**config.mk**
```make
export PLATFORM = sky130hd
export DESIGN_NAME = approx_adder_pipe
export DESIGN_NICKNAME = d
export VERILOG_FILES = /design/src/rtl/approx_adder_pipe.sv
export SDC_FILE = /design/constraint.sdc
export NUM_CORES = 1
export LEC_CHECK = 0
export ABC_CLOCK_PERIOD_IN_PS = 10500
export CORE_UTILIZATION = 60
export CTS_BUF_LIST = sky130_fd_sc_hd__clkbuf_2
export CTS_CLUSTER_SIZE = 20
export DETAILED_ROUTE_END_ITERATION = 16
export PLACE_DENSITY_LB_ADDON = 0.25
export SLEW_MARGIN = 20
export SYNTH_ARGS = -nofsm -noshare
export SYNTH_HDL_FRONTEND = slang
export SYNTH_SLANG_ARGS = --single-unit
```
**constraint.sdc**
```tcl
create_clock -name clk -period 10.5 [get_ports clk]
set_clock_uncertainty 0.15 [all_clocks]
set_input_delay 2.1 -clock clk [delete_from_list [all_inputs] [get_ports clk]]
set_output_delay 2.1 -clock clk [all_outputs]
set_load 0.02 [all_outputs]
```
**src/rtl/approx_adder_pipe.sv**
```systemverilog
// approx_adder_pipe: segmented, valid/ready pipelined adder with an optional
// approximate carry chain across the lowest APPROX_SEGS segments.
// Optional feature macro: APPROX_ADDER_ERRCNT_EN adds err/err_cnt/clr and
// an exact reference sum that travels with each transaction.

// One segment adder. In approximate mode the carry handed upward is the
// MSB generate term instead of the real carry-out.
module approx_adder_seg #(
    parameter int SEG    = 8,
    parameter bit APPROX = 1'b0
) (
    input  logic [SEG-1:0] a_seg,
    input  logic [SEG-1:0] b_seg,
    input  logic           cin,
    input  logic           mode,
    output logic [SEG-1:0] s,
    output logic           cnext
);
    logic [SEG:0] full;

    assign full  = {1'b0, a_seg} + {1'b0, b_seg} + {{SEG{1'b0}}, cin};
    assign s     = full[SEG-1:0];
    assign cnext = (APPROX && mode) ? (a_seg[SEG-1] & b_seg[SEG-1]) : full[SEG];
endmodule

module approx_adder_pipe #(
    parameter int W           = 32,
    parameter int SEG         = 8,
    parameter int APPROX_SEGS = 1
) (
    input  logic         clk,
    input  logic         rst,
    input  logic         in_valid,
    output logic         in_ready,
    input  logic [W-1:0] a,
    input  logic [W-1:0] b,
    input  logic         cin,
    input  logic         mode,
    output logic         out_valid,
    input  logic         out_ready,
    output logic [W-1:0] sum,
    output logic         cout
`ifdef APPROX_ADDER_ERRCNT_EN
    ,
    output logic         err,
    output logic [15:0]  err_cnt,
    input  logic         clr
`endif
);
    localparam int NSEG = W / SEG;

    // Stage k registers hold the transaction after segment k has been added.
    // Operands are stored pre-shifted so the next unprocessed segment always
    // sits in the low SEG bits.
    logic [NSEG-1:0]          vld_pipe;
    logic [NSEG-1:0][W-1:0]   a_q, b_q, s_q;
    logic [NSEG-1:0]          c_q, m_q;

    // Stage inputs: ports for stage 0, previous stage registers otherwise.
    logic [NSEG-1:0][W-1:0]   a_in, b_in, s_in, s_new;
    logic [NSEG-1:0]          c_in, m_in, v_in, c_nx;
    logic [NSEG-1:0][SEG-1:0] seg_sum;
    logic [NSEG-1:0]          rdy;

`ifdef APPROX_ADDER_ERRCNT_EN
    logic [NSEG-1:0][W:0]     r_q, r_in;
`endif

    genvar k;
    generate
        for (k = 0; k < NSEG; k++) begin : g_stage
            if (k == 0) begin : g_first
                assign a_in[k] = a;
                assign b_in[k] = b;
                assign s_in[k] = '0;
                assign c_in[k] = cin;
                assign m_in[k] = mode;
                assign v_in[k] = in_valid;
`ifdef APPROX_ADDER_ERRCNT_EN
                assign r_in[k] = {1'b0, a} + {1'b0, b} + {{W{1'b0}}, cin};
`endif
            end else begin : g_next
                assign a_in[k] = a_q[k-1];
                assign b_in[k] = b_q[k-1];
                assign s_in[k] = s_q[k-1];
                assign c_in[k] = c_q[k-1];
                assign m_in[k] = m_q[k-1];
                assign v_in[k] = vld_pipe[k-1];
`ifdef APPROX_ADDER_ERRCNT_EN
                assign r_in[k] = r_q[k-1];
`endif
            end

            // Stage k can load when the downstream side drains or any stage
            // from k upward is empty (closed form of !valid_k | ready_k+1).
            assign rdy[k] = out_ready | ~(&vld_pipe[NSEG-1:k]);

            approx_adder_seg #(
                .SEG    (SEG),
                .APPROX (k < APPROX_SEGS)
            ) u_seg (
                .a_seg (a_in[k][SEG-1:0]),
                .b_seg (b_in[k][SEG-1:0]),
                .cin   (c_in[k]),
                .mode  (m_in[k]),
                .s     (seg_sum[k]),
                .cnext (c_nx[k])
            );

            // Not-yet-computed sum bits are zero, so OR-ing places the segment.
            assign s_new[k] = s_in[k] | (W'(seg_sum[k]) << (k * SEG));
        end
    endgenerate

    // Pipeline registers: each stage advances when its ready is high.
    always_ff @(posedge clk) begin
        if (rst) begin
            vld_pipe <= '0;
            s_q      <= '0;
            c_q      <= '0;
        end else begin
            for (int i = 0; i < NSEG; i++) begin
                if (rdy[i]) begin
                    vld_pipe[i] <= v_in[i];
                    if (v_in[i]) begin
                        a_q[i] <= a_in[i] >> SEG;
                        b_q[i] <= b_in[i] >> SEG;
                        m_q[i] <= m_in[i];
                        s_q[i] <= s_new[i];
                        c_q[i] <= c_nx[i];
                    end
                end
            end
        end
    end

    assign in_ready  = rdy[0];
    assign out_valid = vld_pipe[NSEG-1];
    assign sum       = s_q[NSEG-1];
    assign cout      = c_q[NSEG-1];

    // Last-stage operand/mode copies have no consumer.
    logic unused_tail;
    assign unused_tail = ^{a_q[NSEG-1], b_q[NSEG-1], m_q[NSEG-1]};

`ifdef APPROX_ADDER_ERRCNT_EN
    // Exact reference sum rides alongside the transaction.
    always_ff @(posedge clk) begin
        for (int i = 0; i < NSEG; i++) begin
            if (rdy[i] && v_in[i]) r_q[i] <= r_in[i];
        end
    end

    assign err = out_valid && ({cout, sum} != r_q[NSEG-1]);

    // Saturating count of erroneous results actually consumed downstream.
    always_ff @(posedge clk) begin
        if (rst || clr)
            err_cnt <= '0;
        else if (out_valid && out_ready && err && err_cnt != 16'hFFFF)
            err_cnt <= err_cnt + 16'd1;
    end
`endif
endmodule

```
== After elaboration in Yosys (flattened, before gate mapping) ==
Cells that the tools add are included.

* Reductions and logical operators: 10
* Bitwise operators: 13
* Multiplexer cells: 1
* $add $sub $neg: 8

{| class="wikitable"
|+ Operator list
! operator !! number
|-
| adder 8 x 8 -> 9 bit || 4
|-
| adder 9 x 1 -> 9 bit || 4
|-
| OR 32 x 24 -> 32 bit || 1
|-
| OR 32 bit || 1
|-
| OR 8 x 16 -> 16 bit || 1
|-
| AND reduction 3 bit || 4
|-
| AND reduction 2 bit || 5
|-
| NOT 1 bit || 5
|-
| OR 1 bit || 4
|-
| AND reduction 4 bit || 1
|-
| AND 1 bit || 1
|-
| 2-to-1 mux 1 bit || 1
|}

* Register bits: 208
* Logic and storage cells: 50
* Output and inout port bits: 35

== Depth between registers and ports, before layout ==
Gate-level depths: netlist (run 1).

* Depth after elaboration: 4
* Mapped depth: 7
* Mapped depth without buffers: 7

== Cells and area by module ==
Synthesis (run 1) repeated with hierarchy kept, for this count alone.

* Cell total of the unflattened synthesis: 665
* Area total of the unflattened synthesis: 7867.5 um^2

{| class="wikitable"
|+ Modules (own cells, without submodules)
! module !! instances !! cells an instance !! area an instance (um^2) !! seq. area each (um^2)
|-
| approx_adder_pipe || 1 || 501 || 6538.8 || 4734.5
|-
| approx_adder_seg at g_stage[1].u_seg ... || 2 || 40 || 331.6 || 0.0
|-
| approx_adder_seg at g_stage[0].u_seg || 1 || 42 || 334.1 || 0.0
|-
| approx_adder_seg at g_stage[2].u_seg || 1 || 42 || 331.6 || 0.0
|}

== Worst setup path before layout (run 1) ==
OpenSTA, ideal clock, no wires.

* Path type: in2reg
* Start: input port rst
* End: register a_q (netlist bit a_in[32]) (enable)
* Stages on the path: 3
* Buffers on the path: 2
* Arrival time: 4.534 ns
* Data required time: 9.896 ns
* Setup slack: 5.362 ns
* Library setup time: 0.454 ns
* Cell sequence: clkbuf_1 -> clkbuf_1 -> nor2_1

* Word-level cells in the longest chain between the ends: 2

{| class="wikitable"
|+ Ends and longest elaborated chain
! element !! line !! RTL
|-
| from (decl) || 32 || <nowiki>input logic rst,</nowiki>
|-
| NOT 1 bit (no source line) || -- ||
|-
| AND reduction 3 bit (no source line) || -- ||
|-
| to (signal, indexed assignment) || 126 || <nowiki>a_q[i] <= a_in[i] >> SEG;</nowiki>
|-
| to (decl) || 56 || <nowiki>logic [NSEG-1:0][W-1:0] a_q, b_q, s_q;</nowiki>
|}

No other way between the ends.
A chain may end at the register's enable or synchronous reset.

== Worst setup path after layout (run 1) ==
* Start: input port out_ready
* End: output port in_ready

* Word-level cells in the longest chain between the ends: 1

{| class="wikitable"
|+ Ends and longest elaborated chain
! element !! line !! RTL
|-
| from (decl) || 40 || <nowiki>input logic out_ready,</nowiki>
|-
| OR 1 bit || 96 || <nowiki>assign rdy[k] = out_ready | ~(&vld_pipe[NSEG-1:k]);</nowiki>
|-
| to (decl) || 34 || <nowiki>output logic in_ready,</nowiki>
|}

No other way between the ends.

==> key figures, run 1 <==
Logic synthesis
  – Synthesized area: 7520 µm²
  – Yosys top cell area share: a little under two fifths
  – #FFs+latches synth: ~180
  – Main synth FF type: edfxtp_1
  – Syn_area_per_cell: 11.5 µm²
  – EDFF count, synth: 96
  – Seq/Total Area, Yosys: between 60 and 70%
  – Cell count after synthesis: about 650
  – Async set or reset register ratio after synthesis: 0%
  – Distinct cells, synth: 62
  – Top post-synthesis cells by area: edfxtp_1 38%, dfxtp_1 23%, nand2_1 6.2%, a21oi_1 4.8%, ha_1 4.7%
  – Syn Nets: between 700 and 800
  – Largest area contributor in the netlist: edfxtp_1
  – Synthesis warning total: 0

STA
  – Tcrit/Tclk final: a little under three fifths
  – Sum Neg Setup Slack: 0 ns
  – RSZ-0062 raised after global routing: false
  – Setup slack after layout: roughly 4.6 ns
  – Relative slew slack: a little under a third
  – Fmax: about 170 MHz
  – # setup viols final: 0
  – Post-route minimum period: 5.93 ns
  – Fin. Hold Viols: 0
  – Worst Max-Slew Pin Slew: roughly 1 ns
  – Final Max Slew Viols: 0

Power and ir drop
  – Switching Share: 24.7%
  – Leakage power: 3.11 nW
  – NetSw: roughly 0.00031 W
  – Pint: roughly 0.00095 W
  – Logic pwr share: between 9 and 10%
  – Max VDD drop: just over 90 µV
  – Clk network pwr share: between 20 and 30%
  – Power Density: approximately 140 nW/µm²
  – Reg power frac: around 63%

Placed design
  – DP Wirelength: between 9000 and 10000 µm
  – PortBufs: between 100 and 150
  – Gpl congestion: approximately 0.87
  – Place WS: ~4.6 ns

Clock tree
  – Post-CTS Hold Buffers: 0
  – Worst-Skew Late Latency: approximately 0.76 ns
  – Root Buffer: clkbuf_2
  – CTS sink count: roughly 180
  – CTS buffer count: 17
  – Post-cts sizing count: 0
  – Setup bufs post-CTS: 0
  – H-Tree Level Count: 4
  – Clock slew at reported path FFs: between 0.2 and 0.25 ns
  – CTS tree: done
  – Clock tree buffer depth: 2

Global route
  – Met3 Track Usage GR: roughly 5%
  – Initial antenna violation count: 0
  – Number of global-route vias before repair: approximately 5200
  – GRT Max-Usage Layer: met2
  – First-pass GRT wire length: between 20000 and 25000 µm
  – GR Layer Usage met2: 41.3%
  – Pin count of the biggest net entering global routing: 96
  – Met1 usage: between 20% and 30%
  – Grt total ovfl: 0
  – Total GRT Usage: between 20% and 30%

Route
  – Final WL: 14500 µm
  – Initial DRC count: 388
  – DR pass1 iterations: 5
  – Final ANT Viol Nets: 0
  – Avg WL per Cell: between 15 and 20 µm
  – DRC viols: 0
  – Routed vias/inst: 5.72
  – Vias: about 5300

Final layout
  – Commonest non-fill, non-tap cell in the layout: nand2_1
  – Ant diodes: 0
  – Layout cells sized above 1: 7.96%
  – Area Overhead vs Synth: 18.6%
  – Most frequent cells in the layout: 123 x nand2_1, 103 x clkdlybuf4s50_1, 96 x edfxtp_1
  – Nets: between 800 and 900

Floorplanning
  – Core area: roughly 12000 µm²
  – FP Rows: 40
  – I/O Pins: 105
  – Initial core utilization: slightly above 60%
  – Die Height: ~110 µm
  – Die extent in x: approximately 110 µm
  – Die area: between 10000 and 15000 µm²

Critical path
  – CP arrival: 3.68 ns
  – WP data required: slightly above 8 ns
  – CP startpoint kind: primary input
  – Crit Path Max Fanout: 6
  – Critical path class: in -> out
  – Setup crit end kind: output pin

Flow run
  – Max cap viols: 0

Status
  – Status: finished, final reports clean

Hold path
  – Hold WC Path Type: reg -> reg
[kinds of logic (layout without fill, tap and decap cells)]
group                      after synthesis  in the layout  synth area share (%)
AOI/OAI and AO/OA                      164            164                  14.5
and+or+nand+nor                        225            225                  14.1
muxes                                    1              1                 0.133
xor gates and xnor gates                 3              3                 0.349
buffers and inverters                   39            153                  2.40
adders and majority gates               36             36                  6.79
DFF                                    184            184                  61.8
[per-layer routing]
metal	share of wire (%)	vias up
met5	0	-
met4	2.1	0
met3	5.0	29
met2	51	185
met1	42	2557
li1	-	2573
[state kept, by name, summed over array words and instances (netlist names)]
signal / flops
s_in: 48
vld_pipe: 4
b_in: 48
a_in: 48
c_q: 4
sum: 32
[through the flow]
step	total power [W]	utilization [%]	instance area, µm²	instances	hold WS (ns)
6_report	0.00126	73.6	8920	934	0.280
5_1_grt	0.00131	73.6	8920	934	0.278
4_1_cts	0.00126	73.6	8910	934	0.287
3_5_place_dp	0.000921	71.6	8670	902	0.255
3_3_place_gp	0.000915	71.6	8670	902	0.251
2_1_floorplan	0.000873	-	7520	652	0.250
[layout make-up]
type / instances / area [µm²]
clock buffer: 18 / 90.1
clock inverter: 14 / 151
fill: 879 / 3190
inverter: 14 / 52.6
multi-input combinational: 429 / 2710
sequential: 184 / 4640
tap: 168 / 210
timing repair buffer: 107 / 1060
[power by group through the flow]
stage / clock, W / combinational (W) / sequential [W]
finish: 0.000351 / 0.000116 / 0.000791
global route: 0.000388 / 0.000128 / 0.000794
CTS: 0.000355 / 0.000116 / 0.000791
detailed placement: 0 / 0.000115 / 0.000806
global placement: 0 / 0.000111 / 0.000805
floorplan: 0 / 0.0000687 / 0.000805
[path summary, 6_finish.rpt]
| kind | startpoint | endpoint | slack [ns] | depth (start not counted) |
|---|---|---|---|---|
| worst min register to register | a_in[47]$_DFFE_PP_ | a_in[71]$_DFFE_PP_ | 0.28 | 0 |
| worst max-delay path | out_ready | in_ready | 4.57 | 4 |
| worst max register to register | a_in[96]$_DFFE_PP_ | c_q[3]$_SDFFE_PP0P_ | 7.83 | 6 |
| worst min-delay path | a_in[47]$_DFFE_PP_ | a_in[71]$_DFFE_PP_ | 0.28 | 0 |
[synthesized netlist by cell type, drive strengths merged (14+ instances only)]
cell,number
nor2,26
a211oi,14
inv,14
nand2,127
dfxtp,88
a21oi,73
ha,28
edfxtp,96
nand3,19
o21ai,18
buf,16
[worst max-delay path: stages]
cell and delay (ns):
clkdlybuf4s50_1 0.48, and4b_4 0.43, nand2_1 0.10, clkdlybuf4s50_1 0.56
(Power assumes the default switching activity.)
==> run 2: changes to the inputs <==
--- a/config.mk
+++ b/config.mk
@@ -5,8 +5,8 @@
 export SDC_FILE = /design/constraint.sdc
 export NUM_CORES = 1
 export LEC_CHECK = 0
-export ABC_CLOCK_PERIOD_IN_PS = 10500
-export CORE_UTILIZATION = 60
+export ABC_CLOCK_PERIOD_IN_PS = 5400
+export CORE_UTILIZATION = 51
 export CTS_BUF_LIST = sky130_fd_sc_hd__clkbuf_2
 export CTS_CLUSTER_SIZE = 20
 export DETAILED_ROUTE_END_ITERATION = 16
==> constraint.sdc (replaced) <==
create_clock -name clk -period 5.4 [get_ports clk]
set_clock_uncertainty 0.15 [all_clocks]
set_input_delay 1.08 -clock clk [delete_from_list [all_inputs] [get_ports clk]]
set_output_delay 1.08 -clock clk [all_outputs]
set_load 0.02 [all_outputs]
==> run 2 against run 1 <==
Register-to-register slack worse by 5.0 ns. Via count fell by 2.3%. Sequential power grew 95%. Setup slack got worse by 3.0 ns. Combinational power rose by 95%. Cell area is 0.13% lower. Final cell count rose by 1.6%.
==> key figures, run 2 (synthesis results as in run 1) <==
Clock tree
  – CTS sink count: 184 (unchanged)
  – Worst-Skew Late Latency: 0.75 ns (was 0.76 ns)
  – Root Buffer: clkbuf_2 (unchanged)
  – CTS tree: done (unchanged)
  – CTS buffer count: 17 (unchanged)
  – H-Tree Level Count: 4 (unchanged)
  – Clock slew at reported path FFs: 0.24 ns (was 0.23 ns)
  – Setup bufs post-CTS: 0 (unchanged)
  – Post-cts sizing count: 0 (unchanged)
  – Post-CTS Hold Buffers: 0 (unchanged)
  – Clock tree buffer depth: 2 (unchanged)

Critical path
  – Crit Path Max Fanout: 6 (unchanged)
  – Critical path class: in -> out (unchanged)
  – Most used cell, CP: clkdlybuf4s50_1 (unchanged)
  – Setup slack, reg-to-reg: 2.80 ns (was 7.83 ns)
  – Worst R2R Path Depth: 6 (unchanged)
  – CP startpoint kind: primary input (unchanged)
  – Critical R2R Launch: a_in[96]$_DFFE_PP_ (unchanged)
  – Worst-path cell chain: clkdlybuf4s50_1 -> and4b_4 -> nand2_1 -> clkdlybuf4s50_1 (unchanged)
  – Setup crit end kind: output pin (unchanged)
  – WP data required: 4.17 ns (was 8.25 ns)
  – CP arrival: 2.64 ns (was 3.68 ns)
  – Slowest-stage cell, CP: clkdlybuf4s50_1 (unchanged)
  – FF-to-FF End: c_q[3]$_SDFFE_PP0P_ (unchanged)
  – CP max stage delay: 0.55 ns (was 0.56 ns)

Power and ir drop
  – Leakage power: 3.09 nW (was 3.11 nW)
  – Max VDD drop: 144 µV (was 92.2 µV)
  – Power Density: 269 nW/µm² (was 141 nW/µm²)

Route
  – Met1 WL: 6250 µm (was 6130 µm)
  – Routed vias/inst: 5.50 (was 5.72)
  – Met2 routed WL: 7420 µm (was 7330 µm)
  – Final ANT Viol Nets: 0 (unchanged)
  – DRC viols: 0 (unchanged)
  – Initial DRC count: 453 (was 388)
  – Final WL: 14400 µm (was 14500 µm)
  – DR pass1 iterations: 5 (unchanged)
  – Routed length on met3: 535 µm (was 720 µm)
  – Top Metal Used: met4 (unchanged)
  – Avg WL per Cell: 15.2 µm (was 15.5 µm)
  – Vias: 5222 (was 5344)

Hold path
  – Hold WC Path Type: reg -> reg (unchanged)
  – Hold Path Sink: a_in[71]$_DFFE_PP_ (unchanged)
  – Hold path depth: 0 (unchanged)
  – Hold Startpoint: a_in[47]$_DFFE_PP_ (unchanged)

Final layout
  – Ant diodes: 0 (unchanged)
  – Layout cells sized above 1: 7.84% (was 7.96%)
  – Area Overhead vs Synth: 18.4% (was 18.6%)
  – Commonest non-fill, non-tap cell in the layout: nand2_1 (unchanged)
  – Most frequent cells in the layout: 123 x nand2_1, 103 x clkdlybuf4s50_1, 96 x edfxtp_1 (unchanged)
  – Fillers: 1183 (was 879)
  – Nets: 859 (unchanged)

Global route
  – Grt total ovfl: 0 (unchanged)
  – First-pass GRT wire length: 23500 µm (was 24000 µm)
  – Number of global-route vias before repair: 5021 (was 5189)
  – Pin count of the biggest net entering global routing: 95 (was 96)
  – Total GRT Usage: 20.3% (was 24.0%)
  – Initial antenna violation count: 0 (unchanged)

Floorplanning
  – Die Height: 123 µm (was 114 µm)
  – Initial core utilization: 51.9% (was 62.1%)
  – Die area: 15200 µm² (was 13000 µm²)
  – FP Rows: 44 (was 40)
  – I/O Pins: 105 (unchanged)
  – Core area: 14500 µm² (was 12100 µm²)
  – Die extent in x: 123 µm (was 114 µm)

STA
  – Final Max Slew Viols: 0 (unchanged)
  – Post-route minimum period: 3.87 ns
  – Tcrit/Tclk final: a little under three quarters
  – # setup viols final: 0 (unchanged)
  – Fin. Hold Viols: 0 (unchanged)
  – Worst Max-Slew Pin Slew: 0.988 ns (was 1.03 ns)
  – Relative slew slack: 34.0% (was 31.4%)
  – RSZ-0062 raised after global routing: false (unchanged)
  – Sum Neg Setup Slack: 0 ns (unchanged)
  – Fmax: about 260 MHz
  – Fin Hold WS: 0.287 ns (was 0.280 ns)

Placed design
  – Gpl congestion: 0.811 (was 0.874)
  – PortBufs: 104 (unchanged)
  – DP Wirelength: 9890 µm (was 9900 µm)

Flow run
  – Max cap viols: 0 (unchanged)

Status
  – Status: finished, final reports clean (unchanged)
run 2: cell types whose count changed in the layout (fill, tap and decap cells not counted):
cell        previous run  this run
bufinv_16              2         1
clkbuf_2              18        17
clkinv_2               1         0
clkinv_4               4         3
clkinvlp_2             0         3
clkinvlp_4             4         2
inv_6                  2         4
run 2: worst max-delay path by stage:
stage,endpoint,slack (ns),start
2_1_floorplan,a_in[32]$_DFFE_PP_,1.28,rst
3_3_place_gp,in_ready,1.54,out_ready
3_5_place_dp,in_ready,1.51,out_ready
4_1_cts,in_ready,1.51,out_ready
5_1_grt,in_ready,1.49,out_ready
6_report,in_ready,1.53,out_ready
run 2: worst max-delay path, delay by kind of cell:
| family | cells | cell delay (ns) |
|---|---|---|
| buf+inv | 2 | 1.03 |
| simple gates | 2 | 0.53 |
run 2: through the flow:
step / setup slack (ns) / total power, W / cells / utilization [%] / cell area (µm²)
final: 1.53 / 0.00239 / 949 / 61.5 / 8910
after global routing: 1.49 / 0.00249 / 949 / 61.5 / 8910
after CTS: 1.51 / 0.00241 / 949 / 61.5 / 8900
after detailed placement: 1.51 / 0.00179 / 918 / 60.0 / 8690
after global placement: 1.54 / 0.00178 / 918 / 60.0 / 8690
after floorplan: 1.28 / 0.00170 / 652 / - / 7520
run 2: metal layers:
layer | vias up | global-route usage (%)
met5 | - | 0
met4 | 0 | 7.45
met3 | 23 | 4.52
met2 | 120 | 34.7
met1 | 2503 | 25.0
li1 | 2576 | -
run 2: final cells by class:
type                    count  area, µm²  area share [%]
clock buffers              17       85.1           0.955
clock inverters            14        125            1.40
inverters                  14       52.6           0.590
multi-input cells         429       2710            30.4
flip-flops and latches    184       4640            52.1
well taps                 184        230            2.58
repair buffers            107       1060            11.9
run 2: power breakdown:
part | internal, W | switching, W | leakage, nW
sequential | 0.00152 | 0.0000192 | 1.60
combinational | 0.000107 | 0.000119 | 1.37
clock | 0.000166 | 0.000464 | 0.117
total | 0.00179 | 0.000603 | 3.09
==> run 3: changes to the inputs <==
--- a/config.mk
+++ b/config.mk
@@ -5,8 +5,8 @@
 export SDC_FILE = /design/constraint.sdc
 export NUM_CORES = 1
 export LEC_CHECK = 0
-export ABC_CLOCK_PERIOD_IN_PS = 5400
-export CORE_UTILIZATION = 51
+export ABC_CLOCK_PERIOD_IN_PS = 3970
+export CORE_UTILIZATION = 57
 export CTS_BUF_LIST = sky130_fd_sc_hd__clkbuf_2
 export CTS_CLUSTER_SIZE = 20
 export DETAILED_ROUTE_END_ITERATION = 16
==> constraint.sdc (replaced) <==
create_clock -name clk -period 3.97 [get_ports clk]
set_clock_uncertainty 0.15 [all_clocks]
set_input_delay 0.794 -clock clk [delete_from_list [all_inputs] [get_ports clk]]
set_output_delay 0.794 -clock clk [all_outputs]
set_load 0.02 [all_outputs]
==> run 3 against run 2 <==
Via count is 1.2% higher. Cell area grew 0.32%. Critical path type unchanged. Highest routed layer unchanged. Sequential share of layout area fell by 0.17 points. Clock power grew 41%. Sequential power grew 36%. Largest power group unchanged. Worst hold slack is essentially flat. Final cell count is 0.74% lower. Register-to-register slack worse by 1.4 ns. Combinational power is 35% higher. Total power up 37%. Setup slack got worse by 0.88 ns.
==> key figures, run 3 (synthesis results as in run 1) <==
STA
  – Fmax: between 300 and 400 MHz
  – RSZ-0062 raised after global routing: false (unchanged)
  – Fin Hold WS: 0.287 ns (about the same)
  – # setup viols final: 0 (unchanged)
  – Fin. Hold Viols: 0 (unchanged)
  – Final Max Slew Viols: 0 (unchanged)
  – Relative slew slack: 43.6% (was 34.0%)
  – Sum Neg Setup Slack: 0 ns (unchanged)
  – Worst Max-Slew Pin Slew: 0.846 ns (was 0.988 ns)
  – Post-route minimum period: between 3 and 4 ns
  – Tcrit/Tclk final: 83.6%
  – Setup slack after layout: 0.650 ns (was 1.53 ns)

Hold path
  – Hold WC Path Type: reg -> reg (unchanged)
  – Hold Startpoint: a_in[79]$_DFFE_PP_ (was a_in[47]$_DFFE_PP_)

Critical path
  – Slowest-stage cell, CP: clkdlybuf4s50_1 (unchanged)
  – CP arrival: 2.38 ns (was 2.64 ns)
  – Critical path class: in -> out (unchanged)
  – Most used cell, CP: clkdlybuf4s50_1 (unchanged)
  – Critical R2R Launch: a_in[96]$_DFFE_PP_ (unchanged)
  – CP startpoint kind: primary input (unchanged)
  – FF-to-FF End: c_q[3]$_SDFFE_PP0P_ (unchanged)
  – CP Buf/Inv Count: 2 (unchanged)
  – Setup crit end kind: output pin (unchanged)
  – Crit path to: in_ready (unchanged)
  – Setup slack, reg-to-reg: 1.38 ns (was 2.80 ns)
  – Levels on crit path: 4 (unchanged)
  – WP data required: 3.03 ns (was 4.17 ns)
  – Crit path launch: out_ready (unchanged)
  – Top cell family by delay on the critical path: buffers and inverters (unchanged)
  – CP max stage delay: 0.56 ns (was 0.55 ns)
  – Worst R2R Path Depth: 6 (unchanged)
  – Crit Path Max Fanout: 6 (unchanged)
  – Worst-path cell chain: clkdlybuf4s50_1 -> and4b_4 -> nand2_1 -> clkdlybuf4s50_1 (unchanged)

Placed design
  – DP Wirelength: 9980 µm (was 9890 µm)
  – Place WS: 0.647 ns (was 1.51 ns)
  – Gpl congestion: 0.897 (was 0.811)
  – PortBufs: 104 (unchanged)

Global route
  – GRT Max-Usage Layer: met2 (unchanged)
  – GR Layer Usage met2: 38.8% (was 34.7%)
  – Number of global-route vias before repair: 5120 (was 5021)
  – Met1 usage: 28.1% (was 25.0%)
  – Total GRT Usage: 22.6% (was 20.3%)
  – Met3 Track Usage GR: 5.10% (was 4.52%)
  – Grt total ovfl: 0 (unchanged)
  – Pin count of the biggest net entering global routing: 61 (was 95)
  – Initial antenna violation count: 0 (unchanged)
  – First-pass GRT wire length: 23500 µm (about the same)

Route
  – Initial DRC count: 396 (was 453)
  – Vias: 5285 (was 5222)
  – Avg WL per Cell: 15.1 µm (was 15.2 µm)
  – Final WL: 14200 µm (was 14400 µm)
  – Final ANT Viol Nets: 0 (unchanged)
  – DR pass1 iterations: 5 (unchanged)
  – Routed vias/inst: 5.61 (was 5.50)
  – DRC viols: 0 (unchanged)

Power and ir drop
  – Reg power frac: 63.6% (was 64.2%)
  – Power Density: 368 nW/µm² (was 269 nW/µm²)
  – Switching Share: 25.5% (was 25.2%)
  – Clk network pwr share: 27.1% (was 26.4%)
  – Max VDD drop: 237 µV (was 144 µV)
  – Overall power: 0.00329 W (was 0.00239 W)
  – Logic pwr share: 9.3% (was 9.4%)
  – Pint: 0.00245 W (was 0.00179 W)
  – NetSw: 0.000838 W (was 0.000603 W)
  – Leakage power: 3.12 nW (was 3.09 nW)

Final layout
  – Util after Layout: 70.2% (was 61.5%)
  – Layout cells sized above 1: 8.18% (was 7.84%)
  – Area Overhead vs Synth: 18.8% (was 18.4%)
  – Commonest non-fill, non-tap cell in the layout: nand2_1 (unchanged)
  – Most frequent cells in the layout: 124 x nand2_1, 103 x clkdlybuf4s50_1, 96 x edfxtp_1 (was 123 x nand2_1, 103 x clkdlybuf4s50_1, 96 x edfxtp_1)
  – Ant diodes: 0 (unchanged)
  – Fillers: 968 (was 1183)
  – Nets: 863 (was 859)

Status
  – Status: finished, final reports clean (unchanged)

Floorplanning
  – FP Rows: 41 (was 44)
  – Die area: 13700 µm² (was 15200 µm²)
  – Die Height: 117 µm (was 123 µm)
  – Core area: 12700 µm² (was 14500 µm²)
  – Die extent in x: 117 µm (was 123 µm)
  – Initial core utilization: 59.1% (was 51.9%)
  – I/O Pins: 105 (unchanged)

Clock tree
  – H-Tree Level Count: 4 (unchanged)
  – Clock slew at reported path FFs: 0.25 ns (was 0.24 ns)
  – CTS tree: done (unchanged)
  – Post-CTS Hold Buffers: 0 (unchanged)
  – Post-cts sizing count: 0 (unchanged)
  – CTS buffer count: 17 (unchanged)
  – Worst-Skew Late Latency: 0.76 ns (was 0.75 ns)
  – CTS sink count: 184 (unchanged)
  – Root Buffer: clkbuf_2 (unchanged)
  – Clock tree buffer depth: 2 (unchanged)
  – Setup bufs post-CTS: 0 (unchanged)

Flow run
  – Max cap viols: 0 (unchanged)
-- run 3: cell types whose count changed in the layout (fill, tap and decap cells not counted) --
cell	change
nand2_2	-1
clkinvlp_2	-3
nor2_1	+1
nor2_2	-1
nand2_1	+1
inv_6	+2
clkinvlp_4	+1
clkinv_4	+1
buf_4	+4
-- run 3: worst reg2reg max path: stages (launching register included) --
cell	delay, ns
edfxtp_1	0.45
fa_1	0.55
fa_1	0.47
a211oi_2	0.24
o21bai_1	0.15
a2111oi_0	0.41
nor3_1	0.09
-- run 3: routing by layer --
metal	routed length, µm	vias to the layer above	share of wire, %
met2	7350	122	52
met3	562	20	4.0
met5	0	-	0
met4	200	0	1.4
met1	6090	2557	43
li1	-	2586	-
-- run 3: cell type report --
class                      instances  area (µm²)  share of cell area [%]
multi-input combinational        429        2710                    30.3
timing repair buffer             111        1090                    12.2
sequential                       184        4640                    52.0
tap                              172         215                    2.41
clock buffer                      17        85.1                   0.952
clock inverter                    15         144                    1.61
inverter                          14        52.6                   0.588
-- run 3: through the flow --
stage | std cells | area, µm²
after CTS | 942 | 8930
after global placement | 910 | 8710
after global routing | 942 | 8930
final | 942 | 8930
after floorplan | 652 | 7520
after detailed placement | 910 | 8710
-- run 3: how the worst min path moves through the flow --
| stage | to | slack (ns) | cells past startpoint |
|---|---|---|---|
| 2_1_floorplan | a_in[100]$_DFFE_PP_ | 0.25 | 0 |
| 3_3_place_gp | b_in[66]$_DFFE_PP_ | 0.25 | 0 |
| 3_5_place_dp | a_in[71]$_DFFE_PP_ | 0.25 | 0 |
| 4_1_cts | b_in[67]$_DFFE_PP_ | 0.29 | 0 |
| 5_1_grt | a_in[103]$_DFFE_PP_ | 0.31 | 0 |
| 6_report | a_in[103]$_DFFE_PP_ | 0.29 | 0 |
-- run 3: power by group through the flow --
stage / combinational, W / clock (W) / sequential, W
2_1_floorplan: 0.000182 / 0 / 0.00213
3_3_place_gp: 0.000294 / 0 / 0.00213
3_5_place_dp: 0.000305 / 0 / 0.00213
4_1_cts: 0.000307 / 0.000919 / 0.00209
5_1_grt: 0.000339 / 0.000992 / 0.00210
6_report: 0.000306 / 0.000892 / 0.00209
==> edit: new RTL, settings of run 1 <==
Change the parameter `W` from 32 to 64.
--- a/src/rtl/approx_adder_pipe.sv
+++ b/src/rtl/approx_adder_pipe.sv
@@ -25,5 +25,5 @@
 
 module approx_adder_pipe #(
-    parameter int W           = 32,
+    parameter int W           = 64,
     parameter int SEG         = 8,
     parameter int APPROX_SEGS = 1
Interface: changed (resized a, b and sum); port bits go from 105 to 201. The function was not compared with the original's and may differ.
==> edit against run 1 <==
Synthesized area rose to 3.5 times the old value. Worst setup slack worse by 0.18 ns. Total power rose to 4.2 times the old value. Final cell count rose to 3.3 times the old value. Design area rose to 3.5 times the old value. Sequential power rose to 4.0 times the old value. Die area rose to 3.5 times the old value. Sequential cell count up 568. Routed wire length rose to 3.3 times the old value. Hold slack worse by 0.054 ns. Register-to-register slack worse by 0.46 ns.
==> edit: results <==
set metrics [dict create \
    synth_mux_area_share_pct 0.1506 \
    final.fill_count 3008 \
    yosysSeqAreaShare_pct 73.51 \
    cp.arrival_ns 3.86 \
    vdd_drop_max_mv 0.1028 \
    synth_area_leaders "edfxtp_1, dfxtp_1, nand2_1" \
    cts-root-buf "clkbuf_2" \
    port_buffers 200 \
    avgRoutedWirePerCell_um 15.23 \
    synth_top_cells_by_count "nand2_1, edfxtp_1, dfxtp_1, a21oi_1, clkbuf_1" \
    relSlewSlack_pct 34.94 \
    async_flop_share_pct 0 \
    htreeDepth 4 \
    path_clk_slew_ns 0.09 \
    first_iter_violations 1170 \
    power.leakage_nw 10.74 \
    grt_usage_pct 21.71 \
    detailed_place_hpwl_um 31470 \
    syn_nets 2282 \
    grt_pass1_wl_um 77330 \
    slowest_delay_ns 0.62 \
    routabilityCongestion 0.8249 \
    synth_adder_area_share_pct 3.841 \
    synthXorXnorAreaFrac_pct 0.1318 \
    cp_slowest_cell "clkdlybuf4s50_1" \
    yosysWarningCount 0 \
    final_max_slew_viol_count 0 \
    crit_family "buffers and inverters" \
    outcome "completed" \
    synth_edf_count 448 \
    clock_path_buffers 3 \
    synth.distinct_cells 64 \
    viasPerCell 5.253 \
    crit_fanout 10 \
    fin_nets 2581 \
    p_int_mw 4.101 \
    drive_above_1_share_pct 13.27 \
    grt_max_degree 100 \
    clock_latency_ns 1.17 \
    synth_top_family_by_area "simple AND/OR/NAND/NOR gates" \
    holdCritPathClass "reg2reg" \
    numCtsBuffers 174 \
    antenna_found_initial 4 \
    post_cts_buffers 0 \
    firstDrtPassIters 6 \
    synth-compound-area-share_pct 9.391 \
    first_global_vias 16000 \
    cts_resized 0 \
]
==> edit: cell types whose count changed in the layout (fill, tap and decap cells not counted), moves of 17 or more <==
cell	before	now
a21oi_1	72	282
buf_4	3	20
clkbuf_2	18	262
clkdlybuf4s50_1	103	199
clkinv_1	1	37
dfxtp_1	88	304
edfxtp_1	96	448
ha_1	28	56
nand2_1	123	504
nor2_1	20	39
o21ai_0	15	33
==> edit: metal layers <==
metal | global-route usage (%) | share of wire, %
met2 | 32.89 | 46
met5 | 0 | 0.053
met1 | 29.48 | 45
met4 | 10.62 | 2.4
met3 | 5.347 | 6.5
==> edit: worst paths after layout <==
path	slack, ns	start	depth (start not counted)	end
max reg2reg	7.37	vld_pipe[7]	5	b_in[83]
min	0.23	a_in[229]	0	a_in[285]
min reg2reg	0.23	a_in[229]	0	a_in[285]
max	4.39	out_ready	5	in_ready
==> edit: cell families after synthesis <==
family	Yosys count
AOI/OAI and AO/OA	430
xor gates and xnor gates	4
adders and majority gates	72
buffers and inverters	126
DFF	752
muxes	4
and+or+nand+nor	688
==> edit: stage by stage <==
step / power [mW] / instances / setup slack (ns) / area (sq um)
global route: 5.530 / 3103 / 4.319 / 30980
CTS: 5.354 / 3101 / 4.407 / 30950
floorplan: 3.332 / 2076 / 2.404 / 26580
global placement: 3.412 / 2782 / 4.441 / 29150
detailed placement: 3.422 / 2783 / 4.420 / 29180
finish: 5.289 / 3104 / 4.392 / 30990
==> edit: worst register-to-register path, cell delays in order (launching register included) <==
cell,delay [ns]
dfxtp_1,0.42
nand3b_4,0.25
o41ai_4,0.92
nor2_4,0.27
buf_4,0.40
buf_16,0.35
==> edit: layout make-up <==
class | count | share of cell area (%)
clock inverters | 56 | 1.458
flip-flops and latches | 752 | 63.05
inverters | 27 | 0.3271
clock buffers | 262 | 4.232
multi-input cells | 1198 | 21.41
diodes | 2 | 0.01615
well taps | 585 | 2.362
repair buffers | 222 | 7.139
==> edit: power groups by stage <==
| stage | clock network, mW | logic (mW) | registers [mW] |
|---|---|---|---|
| detailed placement | 0 | 0.176 | 3.25 |
| global placement | 0 | 0.168 | 3.24 |
| CTS | 2.00 | 0.177 | 3.18 |
| floorplan | 0 | 0.0892 | 3.24 |
| finish | 1.93 | 0.178 | 3.18 |
| global route | 2.15 | 0.194 | 3.18 |
